## src/rtl/fourdigitlock_pkg.sv

```systemverilog
// Shared types for the four-digit lock: programmer FSM states,
// answer status codes and digit geometry.
package fourdigitlock_pkg;

    localparam int NUM_DIGITS = 4;
    localparam int DIGIT_W    = 4;
    localparam int CODE_W     = NUM_DIGITS * DIGIT_W;

    typedef enum logic [1:0] {
        ST_IDLE,
        ST_NEW,
        ST_CONFIRM,
        ST_CHECK
    } state_e;

    typedef enum logic [2:0] {
        STAT_IDLE     = 3'd0,
        STAT_NEW      = 3'd1,
        STAT_CONFIRM  = 3'd2,
        STAT_SUCCESS  = 3'd3,
        STAT_MISMATCH = 3'd4,
        STAT_TIMEOUT  = 3'd5,
        STAT_DENIED   = 3'd6
    } status_e;

    // Index 0 is the first digit, stored in the top nibble.
    function automatic logic [CODE_W-1:0] set_nibble(
        input logic [CODE_W-1:0]  v,
        input logic [1:0]         idx,
        input logic [DIGIT_W-1:0] d
    );
        logic [CODE_W-1:0] r;
        r = v;
        r[(NUM_DIGITS - 1 - int'(idx)) * DIGIT_W +: DIGIT_W] = d;
        return r;
    endfunction

endpackage

```

## src/rtl/rising_edge_detect.sv

```systemverilog
// Single-register rising edge detector for an already
// synchronised, debounced level.
module rising_edge_detect (
    input  logic i_Clk,
    input  logic i_Rst_L,
    input  logic i_Sig,
    output logic o_Rise
);

    logic sig_q;

    always_ff @(posedge i_Clk or negedge i_Rst_L) begin
        if (!i_Rst_L) begin
            sig_q <= 1'b0;
        end else begin
            sig_q <= i_Sig;
        end
    end

    assign o_Rise = i_Sig & ~sig_q;

endmodule

```

## src/rtl/passcode_programmer.sv

```systemverilog
// Passcode register owner: new code entered twice, committed on match.
// Optional entry timeout enabled by PASSCODE_PROG_TIMEOUT_EN.
module passcode_programmer
    import fourdigitlock_pkg::*;
#(
    parameter logic [15:0] DEFAULT_CODE   = 16'h1234,
    parameter int unsigned TIMEOUT_CYCLES = 250_000_000
) (
    input  logic        i_Clk,
    input  logic        i_Rst_L,
    input  logic        i_Prog_Req,
    input  logic        i_Enter,
    input  logic [3:0]  i_Digit,
    input  logic        i_Unlocked,
    output logic [15:0] o_Code,
    output logic        o_Code_Valid,
    output logic [3:0]  o_Progress,
    output logic [2:0]  o_Status
);

    logic prog_edge, enter_edge;
    logic tmo_hit, tmo_clr;

    state_e      state_q, state_d;
    status_e     status_q, status_d;
    logic [1:0]  idx_q, idx_d;
    logic [3:0]  prog_q, prog_d;
    logic [15:0] new_q, new_d;
    logic [15:0] cfm_q, cfm_d;
    logic [15:0] code_q, code_d;
    logic        valid_q, valid_d;

    rising_edge_detect u_prog_edge (
        .i_Clk   (i_Clk),
        .i_Rst_L (i_Rst_L),
        .i_Sig   (i_Prog_Req),
        .o_Rise  (prog_edge)
    );

    rising_edge_detect u_enter_edge (
        .i_Clk   (i_Clk),
        .i_Rst_L (i_Rst_L),
        .i_Sig   (i_Enter),
        .o_Rise  (enter_edge)
    );

    always_comb begin
        state_d  = state_q;
        status_d = status_q;
        idx_d    = idx_q;
        prog_d   = prog_q;
        new_d    = new_q;
        cfm_d    = cfm_q;
        code_d   = code_q;
        valid_d  = 1'b0;
        tmo_clr  = 1'b0;
        unique case (state_q)
            ST_IDLE: begin
                if (prog_edge) begin
                    if (i_Unlocked) begin
                        state_d  = ST_NEW;
                        status_d = STAT_NEW;
                        idx_d    = 2'd0;
                        prog_d   = 4'd0;
                        new_d    = '0;
                        cfm_d    = '0;
                        tmo_clr  = 1'b1;
                    end else begin
                        status_d = STAT_DENIED;
                    end
                end
            end
            ST_NEW, ST_CONFIRM: begin
                if (!i_Unlocked || (tmo_hit && !enter_edge)) begin
                    state_d  = ST_IDLE;
                    status_d = i_Unlocked ? STAT_TIMEOUT : STAT_DENIED;
                    idx_d    = 2'd0;
                    prog_d   = 4'd0;
                    new_d    = '0;
                    cfm_d    = '0;
                end else if (enter_edge) begin
                    tmo_clr = 1'b1;
                    prog_d[idx_q] = 1'b1;
                    idx_d = idx_q + 2'd1;
                    if (state_q == ST_NEW) begin
                        new_d = set_nibble(new_q, idx_q, i_Digit);
                    end else begin
                        cfm_d = set_nibble(cfm_q, idx_q, i_Digit);
                    end
                    if (idx_q == 2'd3) begin
                        // Full progress stays visible during CHECK.
                        if (state_q == ST_NEW) begin
                            state_d  = ST_CONFIRM;
                            status_d = STAT_CONFIRM;
                            prog_d   = 4'd0;
                        end else begin
                            state_d  = ST_CHECK;
                        end
                    end
                end
            end
            ST_CHECK: begin
                state_d = ST_IDLE;
                prog_d  = 4'd0;
                idx_d   = 2'd0;
                if (new_q == cfm_q) begin
                    code_d   = new_q;
                    valid_d  = 1'b1;
                    status_d = STAT_SUCCESS;
                end else begin
                    status_d = STAT_MISMATCH;
                end
            end
            default: state_d = ST_IDLE;
        endcase
    end

    always_ff @(posedge i_Clk or negedge i_Rst_L) begin
        if (!i_Rst_L) begin
            state_q  <= ST_IDLE;
            status_q <= STAT_IDLE;
            idx_q    <= 2'd0;
            prog_q   <= 4'd0;
            new_q    <= '0;
            cfm_q    <= '0;
            code_q   <= DEFAULT_CODE;
            valid_q  <= 1'b0;
        end else begin
            state_q  <= state_d;
            status_q <= status_d;
            idx_q    <= idx_d;
            prog_q   <= prog_d;
            new_q    <= new_d;
            cfm_q    <= cfm_d;
            code_q   <= code_d;
            valid_q  <= valid_d;
        end
    end

`ifdef PASSCODE_PROG_TIMEOUT_EN
    localparam int CNT_W =
        (TIMEOUT_CYCLES > 1) ? $clog2(TIMEOUT_CYCLES) : 1;

    logic [CNT_W-1:0] cnt_q, cnt_d;

    always_comb begin
        cnt_d = '0;
        if ((state_q == ST_NEW || state_q == ST_CONFIRM) && !tmo_clr) begin
            cnt_d = cnt_q + CNT_W'(1);
        end
    end

    always_ff @(posedge i_Clk or negedge i_Rst_L) begin
        if (!i_Rst_L) begin
            cnt_q <= '0;
        end else begin
            cnt_q <= cnt_d;
        end
    end

    assign tmo_hit = (cnt_q == CNT_W'(TIMEOUT_CYCLES - 1));
`else
    logic unused_tmo;
    assign unused_tmo = ^{TIMEOUT_CYCLES, tmo_clr};
    assign tmo_hit    = 1'b0;
`endif

    assign o_Code       = code_q;
    assign o_Code_Valid = valid_q;
    assign o_Progress   = prog_q;
    assign o_Status     = status_q;

endmodule

```

## config.mk

```make
export PLATFORM = sky130hd
export DESIGN_NAME = passcode_programmer
export DESIGN_NICKNAME = d
export VERILOG_FILES = /design/src/rtl/fourdigitlock_pkg.sv /design/src/rtl/rising_edge_detect.sv /design/src/rtl/passcode_programmer.sv
export SDC_FILE = /design/constraint.sdc
export NUM_CORES = 1
export LEC_CHECK = 0
export CORE_MARGIN = 5
export CORE_UTILIZATION = 56
export CTS_CLUSTER_SIZE = 20
export DETAILED_ROUTE_END_ITERATION = 12
export PLACE_DENSITY = 0.88
export SLEW_MARGIN = 20
export SYNTH_ARGS = -nofsm -noshare
export SYNTH_HDL_FRONTEND = slang
export SYNTH_SLANG_ARGS = --single-unit
```

## constraint.sdc

```tcl
create_clock -name i_Clk -period 2.1 [get_ports i_Clk]
set_input_delay 0.525 -clock i_Clk [delete_from_list [all_inputs] [get_ports i_Clk]]
set_output_delay 0.525 -clock i_Clk [all_outputs]
set_load 0.01 [all_outputs]
```

==> metrics.txt <==
# TYPE chip_impl_metric gauge
chip_impl_metric{name="die-height",unit="µm"} 82.9
chip_impl_info{name="run_status",value="complete, no violations"} 1
chip_impl_metric{name="row_count",unit=""} 26
chip_impl_metric{name="wirelength",unit="µm"} 5940
chip_impl_metric{name="total_switching_power",unit="mW"} 1.62
chip_impl_metric{name="layout.cell_area.non_filler",unit="µm²"} 3740
chip_impl_metric{name="tritoncts.num_buffers",unit=""} 9
chip_impl_metric{name="post_synth_inst_count",unit=""} 249
chip_impl_metric{name="slew-limit-headroom",unit=""} 0.651
chip_impl_info{name="worst_setup_path_end_kind",value="register"} 1
chip_impl_info{name="yosysTopAreaCell",value="sky130_fd_sc_hd__dfrtp_1"} 1
chip_impl_metric{name="detail-route-antenna-nets",unit=""} 0
chip_impl_metric{name="filler_cell_count",unit=""} 375
chip_impl_metric{name="yosysUniqueCellTypes",unit=""} 32
chip_impl_metric{name="power_frac_seq",unit=""} 0.356
chip_impl_metric{name="yosysWarningCount",unit=""} 0
chip_impl_metric{name="detail_route.first_pass.iterations",unit=""} 4
chip_impl_metric{name="yosysTopAreaCellShare",unit=""} 0.479
chip_impl_metric{name="number_of_global_route_vias_before_repair",unit=""} 2244
chip_impl_metric{name="syn-mean-instance-area",unit="µm²"} 12.0
chip_impl_metric{name="tightest_slew",unit="ns"} 0.520
chip_impl_info{name="unrepaired_setup_endpoints_after_global_routing",value="true"} 1
chip_impl_metric{name="internal-power",unit="mW"} 2.84
chip_impl_metric{name="num_vias",unit=""} 2037
chip_impl_metric{name="max-cap-violations",unit=""} 0
chip_impl_metric{name="antenna_found_initial",unit=""} 0
chip_impl_metric{name="groute.usage.overall",unit=""} 0.190
chip_impl_metric{name="synth_net_count",unit=""} 269
chip_impl_metric{name="cts_max_path_buffers",unit=""} 2
chip_impl_metric{name="multi_input_comb_area",unit="µm²"} 1390
chip_impl_metric{name="io_pins",unit=""} 33
chip_impl_info{name="mostFrequentLayoutCells",value="sky130_fd_sc_hd__dfrtp_1 (57), sky130_fd_sc_hd__mux2_2 (33), sky130_fd_sc_hd__clkdlybuf4s50_1 (31), sky130_fd_sc_hd__nand2_1 (22), sky130_fd_sc_hd__buf_4 (18)"} 1
chip_impl_metric{name="max-vdd-ir-drop",unit="mV"} 0.730
chip_impl_metric{name="setup-violations-final",unit=""} 0
chip_impl_metric{name="diodes",unit=""} 0
chip_impl_metric{name="placed_cell_area",unit="µm²"} 3530
chip_impl_metric{name="total_power",unit="mW"} 4.46
chip_impl_metric{name="cts_hold_buf",unit=""} 0
chip_impl_metric{name="place_congestion",unit=""} 0.896
chip_impl_metric{name="drt_iter0_drc",unit=""} 114
chip_impl_metric{name="routed_via_density",unit=""} 5.32
chip_impl_info{name="synthTopCellsByArea",value="sky130_fd_sc_hd__dfrtp_1 (48%), sky130_fd_sc_hd__mux2_2 (12%), sky130_fd_sc_hd__xnor2_1 (4.7%)"} 1
chip_impl_info{name="tritoncts",value="built"} 1
chip_impl_metric{name="area_growth_syn_to_layout",unit="%"} 25.4
chip_impl_metric{name="post-route-period-util",unit=""} 0.998
chip_impl_metric{name="final.setup.worst_slack",unit="ns"} 0.00423
chip_impl_metric{name="globalRoute.totalOverflow",unit=""} 0
chip_impl_metric{name="proportion_of_power_drawn_by_combinational_gates",unit=""} 0.445
chip_impl_metric{name="clk_transition_reported_paths",unit="ns"} 0.07
chip_impl_metric{name="final_hold_viol_count",unit=""} 0
chip_impl_info{name="critPathLaunchType",value="primary input"} 1
chip_impl_info{name="clock-root-buffer",value="sky130_fd_sc_hd__clkbuf_8"} 1
chip_impl_metric{name="cellPowerDensity",unit="nW/µm²"} 1190
chip_impl_metric{name="final-max-slew-violation-count",unit=""} 0
chip_impl_metric{name="required",unit="ns"} 2.32
chip_impl_metric{name="cp_max_fo",unit=""} 7
chip_impl_metric{name="htree_levels",unit=""} 3
chip_impl_metric{name="wl_per_cell",unit="µm"} 15.5
chip_impl_metric{name="chipWidth",unit="µm"} 82.9
chip_impl_metric{name="dp.final_hpwl",unit="µm"} 4380
chip_impl_metric{name="max_clock_freq",unit="GHz"} 0.477
chip_impl_metric{name="final_layout_size_suffix_gt1_frac",unit=""} 0.284
chip_impl_metric{name="power_frac_clock",unit=""} 0.199
chip_impl_metric{name="critical_path_arrival",unit="ns"} 2.31
chip_impl_metric{name="synth.yosys.seq_area_share",unit=""} 0.523
chip_impl_metric{name="clock_insertion_delay_worst_skew",unit="ns"} 0.33
chip_impl_info{name="min_path_type",value="in -> async"} 1
chip_impl_metric{name="drc_errors",unit=""} 0
chip_impl_metric{name="grt_max_degree",unit=""} 63
chip_impl_metric{name="netSwitchingFraction",unit=""} 0.363
chip_impl_metric{name="fin_worst_skew",unit="ns"} 0.00536
chip_impl_metric{name="clock_sinks",unit=""} 62
chip_impl_metric{name="final_period_minus_worst_setup_slack",unit="ns"} 2.10
chip_impl_metric{name="fp.dieArea",unit="µm²"} 6880
chip_impl_metric{name="wire_length_of_the_first_global_routing_pass",unit="µm"} 10500
chip_impl_metric{name="pre_cts_ws",unit="ns"} -0.352
chip_impl_metric{name="postSynthRegisterBits",unit=""} 62
chip_impl_metric{name="total_leakage_power",unit="nW"} 1.76
chip_impl_metric{name="port-buffer-count",unit=""} 32
chip_impl_metric{name="finalNetCount",unit=""} 328
chip_impl_metric{name="initial_core_util",unit=""} 0.580
chip_impl_info{name="timing.setup.critical_path_class",value="in -> reg"} 1
chip_impl_info{name="layout_commonest_cell",value="sky130_fd_sc_hd__dfrtp_1"} 1
chip_impl_metric{name="syn-cell-area",unit="µm²"} 2980
chip_impl_metric{name="layout.area.seq",unit="µm²"} 1560
chip_impl_metric{name="floorplan.core_area",unit="µm²"} 5140
==> cells by family (layout without fill, tap and decap cells) <==
family / count (synthesis) / after routing / share of synthesized area
XOR/XNOR: 16 / 16 / 0.0470
AO/OA/AOI/OAI: 34 / 34 / 0.0680
multiplexers: 44 / 44 / 0.173
buffers and inverters: 15 / 79 / 0.0218
AND/OR/NAND/NOR: 67 / 67 / 0.121
adder cells (fa/ha/maj): 11 / 11 / 0.0462
flip-flops: 62 / 62 / 0.523
==> worst max-delay path, cell delays in order <==
cell and delay [ns]:
sky130_fd_sc_hd__clkdlybuf4s50_1 0.52, sky130_fd_sc_hd__nand2b_1 0.09, sky130_fd_sc_hd__a211o_1 0.35, sky130_fd_sc_hd__a21oi_4 0.27, sky130_fd_sc_hd__nand2_1 0.22, sky130_fd_sc_hd__mux2_2 0.32
==> metal layers <==
layer / track usage / wire length, µm
met5: 0 / 0
met4: 0.0788 / 140
met3: 0.0594 / 246
met2: 0.318 / 3000
met1: 0.226 / 2550
==> Yosys cell counts, drive strengths merged <==
library cell	instances
a211o	2
a21oi	16
a22o	2
a31oi	3
and2	15
buf	2
clkbuf	2
dfrtp	57
dfstp	5
ha	11
inv	11
mux2	40
mux2i	4
nand2	24
nand2b	3
nand3	2
nand4	4
nand4b	1
nor2	6
nor2b	6
nor3	3
nor3b	1
nor4	1
nor4b	1
o211ai	1
o21ai	10
xnor2	16
==> timing repair <==
item                                   4_1_cts  5_1_grt
endpoints found under the hold margin        0        0
pin swaps                                    1        1
setup endpoints to repair                   12       29
buffers inserted                             1        0
gates resized for setup                      3        6
==> final cells by class <==
type                            instances  area share
Sequential cell                        62       0.417
Multi-Input combinational cell        172       0.372
Inverter                               11      0.0111
Timing Repair Buffer                   52       0.131
Tap cell                               70      0.0234
Clock inverter                          4     0.00603
Clock buffer                           12      0.0388
==> per-stage QoR <==
stage	TNS (ns)	hold WS, ns	instances	util
2_1_floorplan	0	0.229	249	-
3_3_place_gp	-5.50	0.485	366	0.686
3_5_place_dp	-7.85	0.493	366	0.686
4_1_cts	0	0.196	383	0.720
5_1_grt	-0.418	0.220	383	0.727
6_report	0	0.197	383	0.727
==> state kept, by name (all words and copies together), names as in the netlist, 2 cells and up <==
register and count:
cfm_q 16, idx_q 2, new_q 16, o_Code 16
o_Progress 4, o_Status 3, state_q 2
==> power by group through the flow <==
stage / logic [mW] / registers, mW / clock network (mW)
after global routing: 2.17 / 1.62 / 0.984
after floorplan: 1.17 / 1.62 / 0
final: 1.99 / 1.59 / 0.888
after detailed placement: 1.87 / 1.60 / 0
after CTS: 1.90 / 1.58 / 0.916
after global placement: 1.82 / 1.59 / 0
==> final timing paths <==
check / cells past startpoint / slack (ns) / from / end
worst max-delay path: 6 / 0.004 / i_Enter / new_q[6]
worst min-delay path: 2 / 0.20 / i_Rst_L / new_q[7]
worst max register to register: 7 / 0.04 / state_q[1] / new_q[6]
worst min register to register: 2 / 0.50 / o_Progress[0] / o_Progress[0]
max in group asynchronous: 2 / 1.60 / i_Rst_L / o_Code[2]
min in group i_Clk: 2 / 0.50 / o_Progress[0] / o_Progress[0]
(Power assumes the default switching activity.)
